--- src/rtl/sub_bytes_engine_if.sv ---
// rtl/sub_bytes_engine_if.sv - block-in / result-out handshake bundle for sub_bytes_engine
// inv_mode exists only when SUB_BYTES_INV_EN is defined.
interface sub_bytes_engine_if;
   logic         in_valid;
   logic         in_ready;
   logic [127:0] in_data;
`ifdef SUB_BYTES_INV_EN
   logic         inv_mode;
`endif
   logic         out_valid;
   logic         out_ready;
   logic [127:0] out_data;
   logic         busy;

   modport master (
`ifdef SUB_BYTES_INV_EN
      output inv_mode,
`endif
      output in_valid, in_data, out_ready,
      input  in_ready, out_valid, out_data, busy
   );

   modport slave (
`ifdef SUB_BYTES_INV_EN
      input  inv_mode,
`endif
      input  in_valid, in_data, out_ready,
      output in_ready, out_valid, out_data, busy
   );
endinterface

--- src/rtl/sub_bytes_engine.sv ---
// rtl/sub_bytes_engine.sv - multi-cycle AES SubBytes, LANES S-box lookups per cycle
// SUB_BYTES_INV_EN adds the inverse S-box and per-block inv_mode selection.
module sub_bytes_engine #(
   parameter int LANES = 4
) (
   input  logic               clk,
   input  logic               n_rst,
   input  logic               clear,
   sub_bytes_engine_if.slave  bus
);

   if (LANES != 1 && LANES != 2 && LANES != 4 && LANES != 8 && LANES != 16) begin : g_lanes_check
      $error("sub_bytes_engine: LANES must be 1, 2, 4, 8 or 16");
   end

   localparam logic [3:0] STEP = 4'(LANES);
   localparam logic [3:0] LAST = 4'(16 - LANES);

   // Entry b sits at bits [(255-b)*8 +: 8], i.e. offset {~b, 3'b000}.
   localparam logic [2047:0] SBOX_FWD = {
      128'h637c777bf26b6fc53001672bfed7ab76, 128'hca82c97dfa5947f0add4a2af9ca472c0,
      128'hb7fd9326363ff7cc34a5e5f171d83115, 128'h04c723c31896059a071280e2eb27b275,
      128'h09832c1a1b6e5aa0523bd6b329e32f84, 128'h53d100ed20fcb15b6acbbe394a4c58cf,
      128'hd0efaafb434d338545f9027f503c9fa8, 128'h51a3408f929d38f5bcb6da2110fff3d2,
      128'hcd0c13ec5f974417c4a77e3d645d1973, 128'h60814fdc222a908846eeb814de5e0bdb,
      128'he0323a0a4906245cc2d3ac629195e479, 128'he7c8376d8dd54ea96c56f4ea657aae08,
      128'hba78252e1ca6b4c6e8dd741f4bbd8b8a, 128'h703eb5664803f60e613557b986c11d9e,
      128'he1f8981169d98e949b1e87e9ce5528df, 128'h8ca1890dbfe6426841992d0fb054bb16
   };

   function automatic logic [7:0] sbox_fwd(input logic [7:0] b);
      return SBOX_FWD[{~b, 3'b000} +: 8];
   endfunction

`ifdef SUB_BYTES_INV_EN
   localparam logic [2047:0] SBOX_INV = {
      128'h52096ad53036a538bf40a39e81f3d7fb, 128'h7ce339829b2fff87348e4344c4dee9cb,
      128'h547b9432a6c2233dee4c950b42fac34e, 128'h082ea16628d924b2765ba2496d8bd125,
      128'h72f8f66486689816d4a45ccc5d65b692, 128'h6c704850fdedb9da5e154657a78d9d84,
      128'h90d8ab008cbcd30af7e45805b8b34506, 128'hd02c1e8fca3f0f02c1afbd0301138a6b,
      128'h3a9111414f67dcea97f2cfcef0b4e673, 128'h96ac7422e7ad3585e2f937e81c75df6e,
      128'h47f11a711d29c5896fb7620eaa18be1b, 128'hfc563e4bc6d279209adbc0fe78cd5af4,
      128'h1fdda8338807c731b11210592780ec5f, 128'h60517fa919b54a0d2de57a9f93c99cef,
      128'ha0e03b4dae2af5b0c8ebbb3c83539961, 128'h172b047eba77d626e169146355210c7d
   };

   function automatic logic [7:0] sbox_inv(input logic [7:0] b);
      return SBOX_INV[{~b, 3'b000} +: 8];
   endfunction
`endif

   typedef enum logic [1:0] {
      S_IDLE,
      S_SUB,
      S_DONE
   } state_t;

   state_t       state_q, state_d;
   logic [3:0]   idx_q, idx_d;
   logic [127:0] data_q, data_d;
   logic [3:0]   byte_i;
`ifdef SUB_BYTES_INV_EN
   logic         mode_q, mode_d;
`endif

   always_comb begin
      state_d = state_q;
      idx_d   = idx_q;
      data_d  = data_q;
      byte_i  = 4'd0;
`ifdef SUB_BYTES_INV_EN
      mode_d  = mode_q;
`endif
      // Abort keeps the working register as-is so a partial result stays visible.
      if (clear) begin
         state_d = S_IDLE;
         idx_d   = 4'd0;
      end else begin
         case (state_q)
            S_IDLE: begin
               if (bus.in_valid) begin
                  data_d  = bus.in_data;
                  idx_d   = 4'd0;
                  state_d = S_SUB;
`ifdef SUB_BYTES_INV_EN
                  mode_d  = bus.inv_mode;
`endif
               end
            end
            S_SUB: begin
               // Byte 0 is the MSB, so byte i lives at bit offset {~i, 3'b000}.
               for (int l = 0; l < LANES; l++) begin
                  byte_i = idx_q + 4'(l);
`ifdef SUB_BYTES_INV_EN
                  data_d[{~byte_i, 3'b000} +: 8] = mode_q ? sbox_inv(data_q[{~byte_i, 3'b000} +: 8])
                                                          : sbox_fwd(data_q[{~byte_i, 3'b000} +: 8]);
`else
                  data_d[{~byte_i, 3'b000} +: 8] = sbox_fwd(data_q[{~byte_i, 3'b000} +: 8]);
`endif
               end
               idx_d = idx_q + STEP;
               if (idx_q == LAST) begin
                  state_d = S_DONE;
               end
            end
            S_DONE: begin
               if (bus.out_ready) begin
                  state_d = S_IDLE;
               end
            end
            default: state_d = S_IDLE;
         endcase
      end
   end

   always_ff @(posedge clk or negedge n_rst) begin
      if (!n_rst) begin
         state_q <= S_IDLE;
         idx_q   <= 4'd0;
         data_q  <= '0;
`ifdef SUB_BYTES_INV_EN
         mode_q  <= 1'b0;
`endif
      end else begin
         state_q <= state_d;
         idx_q   <= idx_d;
         data_q  <= data_d;
`ifdef SUB_BYTES_INV_EN
         mode_q  <= mode_d;
`endif
      end
   end

   assign bus.in_ready  = (state_q == S_IDLE);
   assign bus.out_valid = (state_q == S_DONE);
   assign bus.busy      = (state_q == S_SUB) || (state_q == S_DONE);
   assign bus.out_data  = data_q;

endmodule

--- src/flat_wrapper.sv ---
// flat-port wrapper written by rule: the top's interface ports become plain ports
module sub_bytes_engine_flat 
#(
   parameter int LANES = 4
)
  (clk, n_rst, clear, bus_in_valid, bus_in_data, bus_out_ready, bus_in_ready, bus_out_valid, bus_out_data, bus_busy);
  sub_bytes_engine_if bus_i ();
  input  logic clk;
  input  logic n_rst;
  input  logic clear;
  input wire logic [$bits(bus_i.in_valid)-1:0] bus_in_valid;
  input wire logic [$bits(bus_i.in_data)-1:0] bus_in_data;
  input wire logic [$bits(bus_i.out_ready)-1:0] bus_out_ready;
  output wire logic [$bits(bus_i.in_ready)-1:0] bus_in_ready;
  output wire logic [$bits(bus_i.out_valid)-1:0] bus_out_valid;
  output wire logic [$bits(bus_i.out_data)-1:0] bus_out_data;
  output wire logic [$bits(bus_i.busy)-1:0] bus_busy;
  assign bus_i.in_valid = bus_in_valid;
  assign bus_i.in_data = bus_in_data;
  assign bus_i.out_ready = bus_out_ready;
  assign bus_in_ready = bus_i.in_ready;
  assign bus_out_valid = bus_i.out_valid;
  assign bus_out_data = bus_i.out_data;
  assign bus_busy = bus_i.busy;
  sub_bytes_engine #(.LANES(LANES)) u_core (.clk(clk), .n_rst(n_rst), .clear(clear), .bus(bus_i));
endmodule
--- config.mk ---
export PLATFORM = sky130hd
export DESIGN_NAME = sub_bytes_engine_flat
export DESIGN_NICKNAME = d
export VERILOG_FILES = /design/src/rtl/sub_bytes_engine_if.sv /design/src/rtl/sub_bytes_engine.sv /design/src/flat_wrapper.sv
export SDC_FILE = /design/constraint.sdc
export NUM_CORES = 1
export LEC_CHECK = 0
export CAP_MARGIN = 20
export CELL_PAD_IN_SITES_DETAIL_PLACEMENT = 1
export CELL_PAD_IN_SITES_GLOBAL_PLACEMENT = 1
export CORE_ASPECT_RATIO = 0.75
export CORE_MARGIN = 2
export CORE_UTILIZATION = 30
export CTS_CLUSTER_DIAMETER = 200
export CTS_CLUSTER_SIZE = 30
export DETAILED_ROUTE_END_ITERATION = 10
export PLACE_DENSITY_LB_ADDON = 0.2
export SLEW_MARGIN = 20
export SYNTH_ARGS = -nofsm -noshare
export SYNTH_HDL_FRONTEND = slang
export SYNTH_SLANG_ARGS = --single-unit
export TNS_END_PERCENT = 100
--- constraint.sdc ---
create_clock -name clk -period 10.33 [get_ports clk]
set_input_delay 2.066 -clock clk [delete_from_list [all_inputs] [get_ports clk]]
set_output_delay 2.066 -clock clk [all_outputs]
set_load 0.01 [all_outputs]
==> reports/metrics.cfg, run 1 <==
[status]
run_status=finished, final reports clean

[timing]
worstMarginPinSlew_ps=1140
setup_slack_ps=4550
min_period_ps=5780
hold_viol=0
timing.hold.ws_ps=532
setup_violations=0
rsz0062_at_grt=false
slew-limit-headroom=0.234
clock_skew_ps=15.0
slew_violations=0
max_freq_mhz=173
period_share=0.559
fin_tns_setup_ps=0

[job]
maxCapViolCount=0

[floorplanning]
num_io_pins=264
die_h_um=235
initial_core_util=0.304
rows=84
die_area_mm2=0.0733
core_region_area_mm2=0.0702
die_w_um=312

[critical_path]
crit_path_end_kind=flip-flop
worstPathRequired_ps=10660
cp_data_arrival_time_ps=6100
critical_path_class=reg2reg
r2r-start=u_core.idx_q[2]
r2r_setup_slack_ps=4550
cp_max_fo=29
cp-start-kind=flip-flop
startpoint=u_core.idx_q[2]

[yosys]
synth_top_area_cell=dfrtp_1
synthArstFlopShare=1.00
netlist_instances=2877
synth_top_cells_by_area=dfrtp_1 15%, a21oi_1 7.4%, ha_1 4.5%
synth_edf_count=0
synthFlopType=dfrtp_1
ys_types=113
yosysWarnings=0
avgSynthCellArea_um2=7.42
ys_ff_latch=132
ys_seq_area_frac=0.155
synth_top_area_frac=0.155
syn_area_mm2=0.0213

[cts]
cts_buffers=17
clk_latency_ps=490
cts_tree=done
htreeDepth=4
ctsHoldBuffers=0
clkSinkCount=132
clock_path_buffers=2
clk_pin_slew_ps=70
post_cts_buffers=0
cts_resized=0
cts-root-buf=clkbuf_16

[routing]
firstDrtPassIters=9
vias=26800
wire_per_inst_um=34.4
wirelength_mm=132
antenna_left=0
route.detailed.drc=0
drt_iter0_drc=3955
via_per_inst=6.99

[min_path]
min_from=u_core.bus.out_data[48]
min_path_type=reg2reg

[placement]
dpl.cell_count=3805
dp_hpwl_mm=93.4
portBuffers=263
gp_congestion=1.01
dp_slack_ps=4570

[layout]
fillers=8506
seq_area_mm2=0.00331
instances_no_fill=3842
multi_input_area_mm2=0.0162
nets=3089
layout-drive-gt1-share=0.0775
area_delta_synth_final_pct=14.3

[grt]
grt_max_degree=103
gr-total-overflow=0
grt_pass1_vias=25800
grt_usage=0.345
grt_pass1_wl_mm=191
antenna_found_initial=7

cells in the final DEF (no fill, tap or decap), drive strengths merged, types with 26 or more instances in the layout:
cell type | synthesis | layout
inv | 51 | 52
a31oi | 57 | 57
or2 | 29 | 29
nand4 | 27 | 27
a211oi | 43 | 43
nor2 | 127 | 127
a21oi | 318 | 318
ha | 77 | 77
nand3 | 123 | 123
mux2i | 91 | 91
o311ai | 36 | 36
clkdlybuf4s50 | 0 | 262
o211ai | 66 | 66
nor2b | 39 | 39
o221ai | 34 | 34
nor3 | 49 | 49
o22ai | 31 | 31
dfrtp | 132 | 132
nand2b | 94 | 94
mux4 | 29 | 29
o31ai | 39 | 39
a311oi | 31 | 31
nand2 | 196 | 196
buf | 184 | 37
and2 | 31 | 31
mux2 | 26 | 26
o21ai | 263 | 263
a221oi | 50 | 50
and3 | 146 | 146
sequential cells by signal, summed over array words and instances, names as in the netlist:
register and flops:
u_core.idx_q 2, u_core.state_q 2, u_core.bus.out_data 128
cell usage after synthesis (13+ instances only):
cell type / count
nor4_1: 13
and3_1: 146
a211o_1: 16
nand4_1: 27
a31oi_1: 57
nor3_1: 47
nand2_1: 192
o22ai_1: 31
o311ai_0: 28
a2111oi_0: 13
and2_1: 26
ha_1: 77
buf_6: 36
a32oi_1: 19
mux4_2: 29
inv_1: 46
or2_2: 17
o211ai_1: 65
o21ai_0: 166
a21o_1: 22
a211oi_1: 40
o21a_1: 16
dfrtp_1: 132
buf_2: 117
nand3_1: 123
mux2_2: 18
mux2i_1: 91
buf_4: 20
a311oi_1: 29
clkbuf_1: 134
o21ai_1: 92
o31ai_1: 39
nor2_1: 119
o2111ai_1: 19
a221oi_1: 46
nor2b_1: 37
nand2b_1: 93
o221ai_1: 33
a21oi_1: 317
final timing paths:
check                                     endpoint  depth (start not counted)
hold reg to reg            u_core.bus.out_data[48]                          2
min in group asynchronous  u_core.bus.out_data[87]                          1
max in group asynchronous          u_core.idx_q[3]                          2
setup reg to reg           u_core.bus.out_data[20]                         11
hold / removal             u_core.bus.out_data[48]                          2
setup / recovery           u_core.bus.out_data[20]                         11
routing by layer:
layer  track usage  wire (µm)
met5             0         55
met3         0.109      16700
met4         0.103       4320
met1         0.501      58100
met2         0.478      52800
critical path, cell delays in order (launching register included):
cell	delay (ps)
dfrtp_4	790
mux4_2	940
inv_1	230
ha_1	700
clkinv_1	640
ha_1	450
o21ai_0	540
o21ai_0	190
o21a_1	220
o32a_1	220
a2111oi_4	500
o21ai_1	150
final cells by class:
cell class | instances | area share
clock buffers | 20 | 0.0187
clock inverters | 12 | 0.00533
well taps | 946 | 0.0485
diodes | 4 | 0.000410
repair buffers | 300 | 0.119
flip-flops and latches | 132 | 0.136
inverters | 54 | 0.00882
multi-input cells | 2374 | 0.663
cells by family (layout without fill, tap and decap cells):
logic type,Yosys count,count (layout),share of synthesized area
other,1,6,0.000176
adders and majority gates,77,77,0.0451
DFF,132,132,0.155
and+or+nand+nor,930,930,0.233
AOI/OAI and AO/OA,1209,1209,0.383
muxes,146,146,0.0884
xor gates and xnor gates,10,10,0.00410
buffers and inverters,372,386,0.0915
per-stage QoR:
| stage | cell area, µm² | utilization |
|---|---|---|
| 5_1_grt | 24400 | 0.347 |
| 2_1_floorplan | 21400 | - |
| 4_1_cts | 24400 | 0.347 |
| 3_5_place_dp | 23800 | 0.339 |
| 3_3_place_gp | 23800 | 0.338 |
| 6_report | 24400 | 0.347 |
Power of run 1 is not shown: default switching activity piles up to over one toggle a cycle in this logic, so the estimate is an artifact.
==> inputs of run 2 (changes only) <==
clock period = 4.8 ns   (was 10.33 ns; I/O delays follow)
==> reports/metrics.cfg, run 2 (synthesis results as in run 1) <==
[cts]
cts_buffers=17
post_cts_buffers=0
clk_latency_ps=510
cts-root-buf=clkbuf_16
clk_pin_slew_ps=80
htreeDepth=4
clock_path_buffers=2
cts_tree=done
cts_resized=0
clkSinkCount=132
ctsHoldBuffers=0

[timing]
fin_tns_setup_ps=0
clock_skew_ps=20.7
setup_slack_ps=271
slew_violations=0
slew-limit-headroom=0.262
min_period_ps=4530
timing.hold.ws_ps=408
period_share=0.943
worstMarginPinSlew_ps=1100
rsz0062_at_grt=false
setup_violations=0
max_freq_mhz=221
hold_viol=0

[routing]
wirelength_mm=138
antenna_left=0
vias=27900
drt_iter0_drc=4257
wire_per_inst_um=34.7
via_per_inst=6.99
firstDrtPassIters=6
route.detailed.drc=0

[placement]
portBuffers=263
placed_cell_area_mm2=0.0250
gp_congestion=1.08
dp_slack_ps=387
dp_hpwl_mm=101

[job]
maxCapViolCount=0

[floorplanning]
die_w_um=312
die_area_mm2=0.0733
core_region_area_mm2=0.0702
initial_core_util=0.304
num_io_pins=264
rows=84
die_h_um=235

[layout]
final_cell_mix=317 x a21oi_1, 262 x clkdlybuf4s50_1, 191 x nand2_1, 178 x buf_4, 166 x o21ai_0
nets=3239
area_delta_synth_final_pct=19.9
fin_area_mm2=0.0256
final_common_cell=a21oi_1
layout-drive-gt1-share=0.123
fillers=8554
largest_reg_flops=128

[grt]
grt_max_degree=73
antenna_found_initial=8
grt_usage=0.364
grt_pass1_wl_mm=200
grt_pass1_vias=27000
gr-total-overflow=0

[critical_path]
cp-start-kind=flip-flop
critical_path_class=reg2reg
worstPathRequired_ps=5160
crit_path_end_kind=flip-flop
cp_max_fo=19
cp_data_arrival_time_ps=4880

[min_path]
min_path_type=in2async

[status]
run_status=finished, final reports clean

-- run 2: worst max-delay path, cell delays in order (launching register included) --
cell and delay (ps):
dfrtp_4 780, buf_4 280, mux4_2 610, inv_1 300, ha_1 310, buf_4 220, nand2_1 370, a21oi_1 170
o221ai_1 270, o21ai_0 150, a211oi_1 710, o31ai_1 180
-- run 2: through the flow --
stage / std cells / utilization
after detailed placement: 3956 / 0.356
final: 3992 / 0.365
after floorplan: 2878 / -
after global placement: 3955 / 0.356
after global routing: 3991 / 0.365
after CTS: 3988 / 0.364
-- run 2: layer usage --
metal  global-route usage  vias to the layer above  wire length [µm]
li1                     -                    11500                 -
met4                0.120                        6              5030
met5                    0                        -                36
met2                0.496                     2146             54600
met1                0.537                    14000             61400
met3                0.105                      313             17300
-- run 2: path summary, 6_finish.rpt --
path	start	end	slack [ps]	cells after the start
setup / recovery	u_core.idx_q[2]	u_core.bus.out_data[74]	270	11
hold / removal	n_rst	u_core.bus.out_data[39]	410	1
setup reg to reg	u_core.idx_q[2]	u_core.bus.out_data[74]	270	11
hold reg to reg	u_core.bus.out_data[58]	u_core.bus.out_data[58]	540	2
max in group asynchronous	n_rst	u_core.idx_q[3]	3360	2
min in group clk	u_core.bus.out_data[58]	u_core.bus.out_data[58]	540	2
-- run 2: layout make-up --
class / instances / area, µm² / share of cell area
sequential: 132 / 3310 / 0.129
clock buffer: 17 / 425 / 0.0166
timing repair buffer: 450 / 4140 / 0.162
antenna: 4 / 10.0 / 0.000391
multi-input combinational: 2374 / 16200 / 0.632
inverter: 54 / 215 / 0.00841
clock inverter: 15 / 144 / 0.00562
tap: 946 / 1180 / 0.0462
Power of run 2 is left out for the same reason.
